--- src/rtl/txn_arbiter.sv ---
// Round-robin arbiter sharing one slave's write and read channels among NUM_MASTERS requesters.
// A slave that never raises ready is converted into a timeout error response (resp 11).
module txn_arbiter #(
  parameter int NUM_MASTERS = 4,
  parameter int ADDR_W      = 8,
  parameter int DATA_W      = 32,
  parameter int TIMEOUT     = 16
) (
  input  logic                             clk,
  input  logic                             rst,
  input  logic [NUM_MASTERS-1:0]           m_valid,
  input  logic [NUM_MASTERS-1:0]           m_write,
  input  logic [NUM_MASTERS*ADDR_W-1:0]    m_addr,
  input  logic [NUM_MASTERS*DATA_W-1:0]    m_wdata,
  output logic [NUM_MASTERS-1:0]           m_ready,
  output logic [1:0]                       m_resp,
  output logic [DATA_W-1:0]                m_rdata,
  output logic [$clog2(NUM_MASTERS)-1:0]   grant_id,
  output logic                             busy,
  output logic                             w_valid,
  output logic [ADDR_W-1:0]                w_addr,
  output logic [DATA_W-1:0]                w_data,
  input  logic                             w_ready,
  input  logic [1:0]                       w_resp,
  output logic                             r_valid,
  output logic [ADDR_W-1:0]                r_addr,
  input  logic                             r_ready,
  input  logic [1:0]                       r_resp,
  input  logic [DATA_W-1:0]                r_data
);

  localparam int IDW  = $clog2(NUM_MASTERS);
  localparam int CNTW = $clog2(TIMEOUT);

  typedef enum logic [1:0] {IDLE = 2'd0, ISSUE = 2'd1, DONE = 2'd2} state_t;

  state_t                   state_r, state_s;
  logic [IDW-1:0]           ptr_r, ptr_s, grant_r, grant_s, win_s;
  logic                     wr_r, wr_s, sel_wr_s;
  logic [ADDR_W-1:0]        addr_r, addr_s, sel_addr_s;
  logic [DATA_W-1:0]        data_r, data_s, sel_data_s;
  logic [CNTW-1:0]          cnt_r, cnt_s;
  logic                     w_valid_r, w_valid_s, r_valid_r, r_valid_s;
  logic [NUM_MASTERS-1:0]   m_ready_r, m_ready_s;
  logic [1:0]               m_resp_r, m_resp_s;
  logic [DATA_W-1:0]        m_rdata_r, m_rdata_s;
  logic                     busy_r, busy_s;
  logic                     accept_s, timeout_s;

  // First requester strictly after ptr, wrapping; the last granted master has lowest priority.
  function automatic logic [IDW-1:0] rr_pick(input logic [NUM_MASTERS-1:0] req,
                                             input logic [IDW-1:0] ptr);
    logic [IDW-1:0]         pick;
    logic                   found, hit;
    logic [NUM_MASTERS-1:0] req_rot;
    int                     idx;
    pick  = ptr;
    found = 1'b0;
    for (int k = 1; k <= NUM_MASTERS; k++) begin
      idx     = (int'(ptr) + k) % NUM_MASTERS;
      req_rot = req >> idx;
      hit     = !found && req_rot[0];
      pick    = hit ? IDW'(idx) : pick;
      found   = found | hit;
    end
    return pick;
  endfunction

  // Winner selection and handshake conditions
  always_comb begin
    win_s      = rr_pick(m_valid, ptr_r);
    sel_wr_s   = m_write[win_s];
    sel_addr_s = m_addr[win_s*ADDR_W +: ADDR_W];
    sel_data_s = m_wdata[win_s*DATA_W +: DATA_W];
    accept_s   = wr_r ? (w_valid_r && w_ready) : (r_valid_r && r_ready);
    timeout_s  = (cnt_r == CNTW'(TIMEOUT - 1));
  end

  // State register
  always_ff @(posedge clk or posedge rst) begin
    if (rst) state_r <= IDLE;
    else     state_r <= state_s;
  end

  // Next-state logic
  always_comb begin
    state_s = state_r;
    case (state_r)
      IDLE:    if (|m_valid) state_s = ISSUE; else state_s = IDLE;
      ISSUE:   if (accept_s || timeout_s) state_s = DONE; else state_s = ISSUE;
      DONE:    state_s = IDLE;
      default: state_s = IDLE;
    endcase
  end

  // Next values of the holding registers and registered outputs
  always_comb begin
    ptr_s     = ptr_r;
    grant_s   = grant_r;
    wr_s      = wr_r;
    addr_s    = addr_r;
    data_s    = data_r;
    cnt_s     = cnt_r;
    w_valid_s = w_valid_r;
    r_valid_s = r_valid_r;
    m_ready_s = '0;
    m_resp_s  = m_resp_r;
    m_rdata_s = m_rdata_r;
    busy_s    = busy_r;
    case (state_r)
      IDLE: begin
        if (|m_valid) begin
          grant_s   = win_s;
          wr_s      = sel_wr_s;
          addr_s    = sel_addr_s;
          data_s    = sel_data_s;
          cnt_s     = '0;
          w_valid_s = sel_wr_s;
          r_valid_s = ~sel_wr_s;
          busy_s    = 1'b1;
        end else begin
          busy_s    = 1'b0;
        end
      end
      ISSUE: begin
        cnt_s = cnt_r + CNTW'(1);
        // Ready is checked before timeout so a last-cycle accept still completes normally.
        if (accept_s) begin
          w_valid_s = 1'b0;
          r_valid_s = 1'b0;
          m_ready_s = NUM_MASTERS'(1) << grant_r;
          m_resp_s  = wr_r ? w_resp : r_resp;
          m_rdata_s = wr_r ? '0 : r_data;
        end else if (timeout_s) begin
          w_valid_s = 1'b0;
          r_valid_s = 1'b0;
          m_ready_s = NUM_MASTERS'(1) << grant_r;
          m_resp_s  = 2'b11;
          m_rdata_s = '0;
        end else begin
          w_valid_s = w_valid_r;
          r_valid_s = r_valid_r;
        end
      end
      DONE: begin
        ptr_s  = grant_r;
        busy_s = 1'b0;
      end
      default: begin
        w_valid_s = 1'b0;
        r_valid_s = 1'b0;
        busy_s    = 1'b0;
      end
    endcase
  end

  // Datapath and output registers
  always_ff @(posedge clk or posedge rst) begin
    if (rst) begin
      ptr_r     <= IDW'(NUM_MASTERS - 1);
      grant_r   <= '0;
      wr_r      <= 1'b0;
      addr_r    <= '0;
      data_r    <= '0;
      cnt_r     <= '0;
      w_valid_r <= 1'b0;
      r_valid_r <= 1'b0;
      m_ready_r <= '0;
      m_resp_r  <= 2'b00;
      m_rdata_r <= '0;
      busy_r    <= 1'b0;
    end else begin
      ptr_r     <= ptr_s;
      grant_r   <= grant_s;
      wr_r      <= wr_s;
      addr_r    <= addr_s;
      data_r    <= data_s;
      cnt_r     <= cnt_s;
      w_valid_r <= w_valid_s;
      r_valid_r <= r_valid_s;
      m_ready_r <= m_ready_s;
      m_resp_r  <= m_resp_s;
      m_rdata_r <= m_rdata_s;
      busy_r    <= busy_s;
    end
  end

  assign m_ready  = m_ready_r;
  assign m_resp   = m_resp_r;
  assign m_rdata  = m_rdata_r;
  assign grant_id = grant_r;
  assign busy     = busy_r;
  assign w_valid  = w_valid_r;
  assign w_addr   = addr_r;
  assign w_data   = data_r;
  assign r_valid  = r_valid_r;
  assign r_addr   = addr_r;

endmodule
--- config.mk ---
export PLATFORM = sky130hd
export DESIGN_NAME = txn_arbiter
export DESIGN_NICKNAME = d
export VERILOG_FILES = /design/src/rtl/txn_arbiter.sv
export SDC_FILE = /design/constraint.sdc
export NUM_CORES = 1
export LEC_CHECK = 0
export CELL_PAD_IN_SITES_DETAIL_PLACEMENT = 0
export CELL_PAD_IN_SITES_GLOBAL_PLACEMENT = 1
export CORE_MARGIN = 5
export CORE_UTILIZATION = 29
export CTS_BUF_LIST = sky130_fd_sc_hd__clkbuf_8 sky130_fd_sc_hd__clkbuf_16
export CTS_CLUSTER_DIAMETER = 50
export DETAILED_ROUTE_END_ITERATION = 8
export PLACE_DENSITY = 0.95
export SLEW_MARGIN = 15
export SYNTH_ARGS = -nofsm -noshare
export SYNTH_HDL_FRONTEND = slang
export SYNTH_SLANG_ARGS = --single-unit
export TNS_END_PERCENT = 100
--- constraint.sdc ---
create_clock -name clk -period 7.55 [get_ports clk]
set_input_delay 1.51 -clock clk [delete_from_list [all_inputs] [get_ports clk]]
set_output_delay 1.51 -clock clk [all_outputs]
set_load 0.05 [all_outputs]
==> results of run 1 <==
-- state kept, by name, summed over array words and instances, names as in the netlist --
signal	flops
wr_r	1
busy	1
m_ready	4
state_r	2
grant_id	2
w_data	32
ptr_r	2
r_valid	1
m_rdata	32
m_resp	2
r_addr	8
w_valid	1
cnt_r	4
-- tightest hold or removal path, delay by kind of cell, from the launching register on --
family | cells | cell delay [ns]
simple gates | 2 | 0.10
flops | 1 | 0.34
-- routing by layer --
| layer | wire [um] | global-route usage [%] | vias to the layer above |
|---|---|---|---|
| met2 | 8744 | 30.52 | 166 |
| met3 | 964 | 4.075 | 25 |
| li1 | - | - | 2225 |
| met5 | 0 | 0 | - |
| met1 | 6754 | 20.32 | 2188 |
| met4 | 429 | 6.916 | 0 |
-- cells in the final DEF (no fill, tap or decap), drive strengths merged, types with 2 or more instances in the layout --
cell type / count
a21oi: 5
and3: 3
and3b: 2
buf: 7
clkbuf: 10
clkdlybuf4s50: 298
dfrtp: 90
dfstp: 2
inv: 6
mux2: 2
mux2i: 83
nand2: 121
nand2b: 3
nand3: 35
nor2: 9
nor3: 3
nor3b: 2
o21ai: 5
o221ai: 41
o31a: 2
o31ai: 2
-- kinds of logic (layout without fill, tap and decap cells) --
kind of cell    after synthesis  after routing
simple gates                183            183
flops                        92             92
mux                          85             85
compound gates               61             61
buf+inv                      47            324
fa+ha+maj                     1              1
xor+xnor                      1              1
-- power by group through the flow --
stage	clock, W	sequential, W	combinational (W)
floorplan	0	0.00158	0.000833
global placement	0	0.000883	0.00220
detailed placement	0	0.000889	0.00223
CTS	0.000481	0.000884	0.00223
global route	0.000499	0.000917	0.00233
finish	0.000467	0.000881	0.00220
-- worst paths after layout --
path | start | endpoint | slack (ns) | depth (start not counted)
max in group asynchronous | rst | w_data[17] | 4.85 | 3
min in group asynchronous | rst | r_addr[7] | 1.47 | 2
worst min-delay path | m_rdata[28] | m_rdata[28] | 0.47 | 2
worst min register to register | m_rdata[28] | m_rdata[28] | 0.47 | 2
worst max register to register | state_r[1] | r_addr[0] | 4.97 | 4
worst max-delay path | m_valid[1] | r_addr[0] | 3.29 | 6
-- cell type report --
type,instances,area (um2)
fillers,1567,8248
well taps,220,275.3
clock inverters,6,63.81
inverters,3,13.76
repair buffers,305,3035
multi-input cells,331,2168
clock buffers,10,239.0
flip-flops and latches,92,2305
-- per-stage QoR --
step	worst slack [ns]	power (W)	cells	hold slack [ns]
final	3.286	0.003551	967	0.4665
after global routing	3.025	0.003748	967	0.4860
after CTS	3.210	0.003594	967	0.4702
after detailed placement	2.843	0.003116	951	0.4544
after global placement	2.947	0.003087	951	0.4484
after floorplan	3.651	0.002415	470	0.4708
==> impl_metrics.toml, run 1 <==
[outcome]
outcome = "complete, no violations"

[cts]
htreeDepth = 3
clock_sinks = 92
cts_resized = 0
cts_hold_buf = 0
tritoncts = "built"
numCtsBuffers = 9
cts.clk_slew.worst_paths_ns = 0.06
cts_buffer_depth = 2
clock_latency_ns = 0.34
clock_tree.root_cell = "clkbuf_16"
cts_setup_buffers = 0

[synth]
synth_simple_gate_area_share_pct = 16.38
synth_nets = 679
synth_xor_area_share_pct = 0.1835
synth_compound_area_share_pct = 10.51
synth_edf_count = 0
synth_adder_area_share_pct = 0.2621
synth.cell_area_um2 = 4773
ys_seq_area_share_pct = 48.28
yosys.cell_types.count = 39
avgSynthCellArea_um2 = 10.16
yosysTopAreaCellShare_pct = 47.18
yosys-mux-area-fraction_pct = 17.88
syn_inst = 470
synthFlopType = "dfrtp_1"
ys_ff_latch = 92
synth_most_common_cell = "nand2_1"
synth_top_family_by_area = "multiplexers"
synth_common_cells = "nand2_1 (121), dfrtp_1 (90), mux2i_1 (83)"
synth.area.top_cells = "dfrtp_1 (47%), mux2i_1 (17%), nand2_1 (9.5%)"
yosys_warnings = 0
yosysTopAreaCell = "dfrtp_1"
async_reset_ff_share_pct = 100.0

[route]
postRouteAntennaNets = 0
drt_first_iter_violations = 122
drtPass1Iterations = 4
wl_per_cell_um = 17.47
remaining_drc_errors = 0
wl_um = 16890
avgViaCountPerCell = 4.761
vias = 4604

[grt]
grt_max_degree = 72
grt_overflow = 0
grt_pass1_vias = 4742
antenna_found_initial = 0
grt_pass1_wl_um = 26600
grt_usage_pct = 17.31

[setup_path]
crit_path_end_kind = "flip-flop"
crit_buf_inv = 1
cp-start-kind = "input port"
cp.arrival_ns = 4.44
slowest_stage = "or2_2"
cp_top_family = "simple AND/OR/NAND/NOR gates"
cp_max_fo = 48
required_ns = 7.72
crit_chain = "clkdlybuf4s50_1, nor4_1, nor2_1, nand2_2, or2_2, o221ai_1"
critPathKind = "input port to flip-flop"
slowest_delay_ns = 0.84

[placed_design]
portBuffers = 298
hpwlAfterDp_um = 12700
placed_cell_area_um2 = 7797
place.gp.congestion = 0.8336

[sta]
setup_viol = 0
relSlewSlack_pct = 34.43
min_period_ns = 4.264
timing.final.crit_share_pct = 56.47
fin_skew_ns = 0.007543
tns_ns = 0
fmax_mhz = 234.5
hold_viol = 0
rsz0062_at_grt = "false"
worst_pin_slew_ns = 0.9801
slew_viol_final = 0

[layout]
drive_gt1_share_pct = 4.552
final_core_util_pct = 49.55
antenna_cells = 0
num-nets-final = 951
final_area_um2 = 8100
area_delta_synth_final_pct = 69.70

[power]
switching_share_pct = 49.95
pwr_density_cell_nw_per_um2 = 438.3
switchingPower_w = 0.001773
p_clk_share_pct = 13.1
power_frac_comb_pct = 62.0
seq_power_share_pct = 24.8
p_leak_nw = 3.630
ir_worst_vdd_v = 0.0002411
p_int_w = 0.001777

[floorplanning]
initial_core_util_pct = 29.20
fp.dieW_um = 138.3
die_h_um = 138.3
die-area_um2 = 19130
core_um2 = 16350
rows = 47
io_pins = 299

[job]
maxCapViolations = 0

[hold_path]
hold_path.class = "flip-flop to flip-flop"
No activity file was read; power rests on OpenSTA's default activity.
==> run 2: changes to the inputs <==
--- a/config.mk
+++ b/config.mk
@@ -8,11 +8,11 @@
 export CELL_PAD_IN_SITES_DETAIL_PLACEMENT = 0
 export CELL_PAD_IN_SITES_GLOBAL_PLACEMENT = 1
 export CORE_MARGIN = 5
-export CORE_UTILIZATION = 29
+export CORE_UTILIZATION = 24
 export CTS_BUF_LIST = sky130_fd_sc_hd__clkbuf_8 sky130_fd_sc_hd__clkbuf_16
 export CTS_CLUSTER_DIAMETER = 50
 export DETAILED_ROUTE_END_ITERATION = 8
-export PLACE_DENSITY = 0.95
+export PLACE_DENSITY = 0.86
 export SLEW_MARGIN = 15
 export SYNTH_ARGS = -nofsm -noshare
 export SYNTH_HDL_FRONTEND = slang
==> constraint.sdc (replaced) <==
create_clock -name clk -period 3.5 [get_ports clk]
set_input_delay 0.7 -clock clk [delete_from_list [all_inputs] [get_ports clk]]
set_output_delay 0.7 -clock clk [all_outputs]
set_load 0.05 [all_outputs]
==> run 2 against run 1 <==
Compared with the run above:
- sequential cell count unchanged
- routed wire length grew 5.9%
- highest routed layer is now met5
- final cell count up 5.4%
- critical path depth increased by 1
- worst setup slack lost 2.2 ns
- clock skew up 0.0022 ns
- critical path type unchanged
- final area rose by 1.3%
- utilization decreased by 7.5 points
- sequential share of layout area shrank 0.36 points
==> impl_metrics.toml, run 2 (synthesis results as in run 1) <==
[outcome]
outcome = "complete, no violations"

[cts]
clock_tree.root_cell = "clkbuf_16"
htreeDepth = 3
clock_sinks = 92
cts_hold_buf = 0
cts.clk_slew.worst_paths_ns = 0.07
cts_buffer_depth = 2
cts_setup_buffers = 0
numCtsBuffers = 9
tritoncts = "built"
clock_latency_ns = 0.34
cts_resized = 0

[setup_path]
required_ns = 3.71
crit_path_end_kind = "flip-flop"
cp.arrival_ns = 2.64
r2r_start = "ptr_r[1]"
crit_start = "m_valid[2]"
critPathKind = "input port to flip-flop"
cp_max_fo = 58
cp-start-kind = "input port"
r2r_setup_slack_ns = 1.36

[grt]
grt_pass1_wl_um = 26040
grt_pass1_vias = 4689
antenna_found_initial = 2
grt_max_degree = 59
grt_overflow = 0
grt_usage_pct = 14.82

[floorplanning]
die-area_um2 = 22810
core_um2 = 19530
io_pins = 299
initial_core_util_pct = 24.45
die_h_um = 151.0
fp.dieW_um = 151.0
rows = 51

[sta]
min_period_ns = 2.427
fmax_mhz = 412.0
timing.final.crit_share_pct = 69.34
worst_pin_slew_ns = 0.7332
relSlewSlack_pct = 51.12
rsz0062_at_grt = "false"
fin_skew_ns = 0.009708
hold_viol = 0
slew_viol_final = 0
tns_ns = 0
setup_viol = 0

[placed_design]
portBuffers = 298
place.gp.congestion = 0.7498
dpl.cell_count = 1003
hpwlAfterDp_um = 13440

[route]
wl_met3_um = 1447
remaining_drc_errors = 0
drt_first_iter_violations = 194
wl_met2_um = 8958
wl_um = 17890
wl_met1_um = 7172
drtPass1Iterations = 4
wl_per_cell_um = 17.55
avgViaCountPerCell = 4.537
vias = 4623
routed.top_layer = "met5"
postRouteAntennaNets = 0

[layout]
area_delta_synth_final_pct = 71.87
layout_common_cells = "clkdlybuf4s50_1 (298), nand2_1 (120), dfrtp_1 (90), mux2i_1 (83), o221ai_1 (41)"
antenna_cells = 0
layout_commonest_cell = "clkdlybuf4s50_1"
instances_no_fill = 1019
drive_gt1_share_pct = 5.438
num-nets-final = 958

[power]
ir_worst_vdd_v = 0.0004357
p_int_w = 0.003808
seq_power_share_pct = 24.8
pwr_density_cell_nw_per_um2 = 936.7
p_clk_share_pct = 12.5
p_leak_nw = 3.656
switchingPower_w = 0.003878
power_frac_comb_pct = 62.7
switching_share_pct = 50.46

[hold_path]
worstHoldStart = "m_rdata[4]"
hold_path.class = "flip-flop to flip-flop"

[job]
maxCapViolations = 0
[run 2: worst max-delay path, cell delays in order]
cell	delay, ns
clkdlybuf4s50_1	0.52
nand2b_1	0.12
a21oi_1	0.13
nor3_2	0.31
buf_12	0.36
mux2i_1	0.26
o221ai_1	0.14
[run 2: final cells by class]
cell class	instances	area [um2]
clock inverters	6	46.29
multi-input cells	331	2168
inverters	3	13.76
clock buffers	10	239.0
repair buffers	312	3100
fillers	1946	11320
flip-flops and latches	92	2305
well taps	265	331.6
[run 2: path summary, 6_finish.rpt]
kind,depth (start not counted),endpoint
max,7,w_data[28]
min,2,m_rdata[4]
max reg2reg,6,w_data[28]
min reg2reg,2,m_rdata[4]
max in group asynchronous,3,w_data[26]
min in group asynchronous,2,w_data[16]
[run 2: routing by layer]
layer	global-route usage, %	up-vias
met1	17.66	2201
met3	4.399	20
met2	25.59	160
li1	-	2238
met4	4.805	4
met5	0	-
[run 2: power by group through the flow]
stage                     combinational, W  sequential [W]  clock (W)
after floorplan                    0.00180         0.00341          0
after global placement             0.00482         0.00190          0
after detailed placement           0.00487         0.00192          0
after CTS                          0.00487         0.00191    0.00101
after global routing               0.00509         0.00198    0.00105
final                              0.00482         0.00191   0.000961
[run 2: stage by stage]
step                power (W)  instance area [um2]  utilization, %  hold WS (ns)  worst slack [ns]
detailed placement   0.006782                 7919           40.55        0.4549            0.7377
CTS                  0.007778                 8204           42.02        0.4713             1.058
global placement     0.006728                 7919           40.55        0.4490            0.7140
finish               0.007685                 8204           42.02        0.4666             1.073
floorplan            0.005208                 4773               -        0.4708            0.4113
global route         0.008122                 8204           42.02        0.4865            0.9844
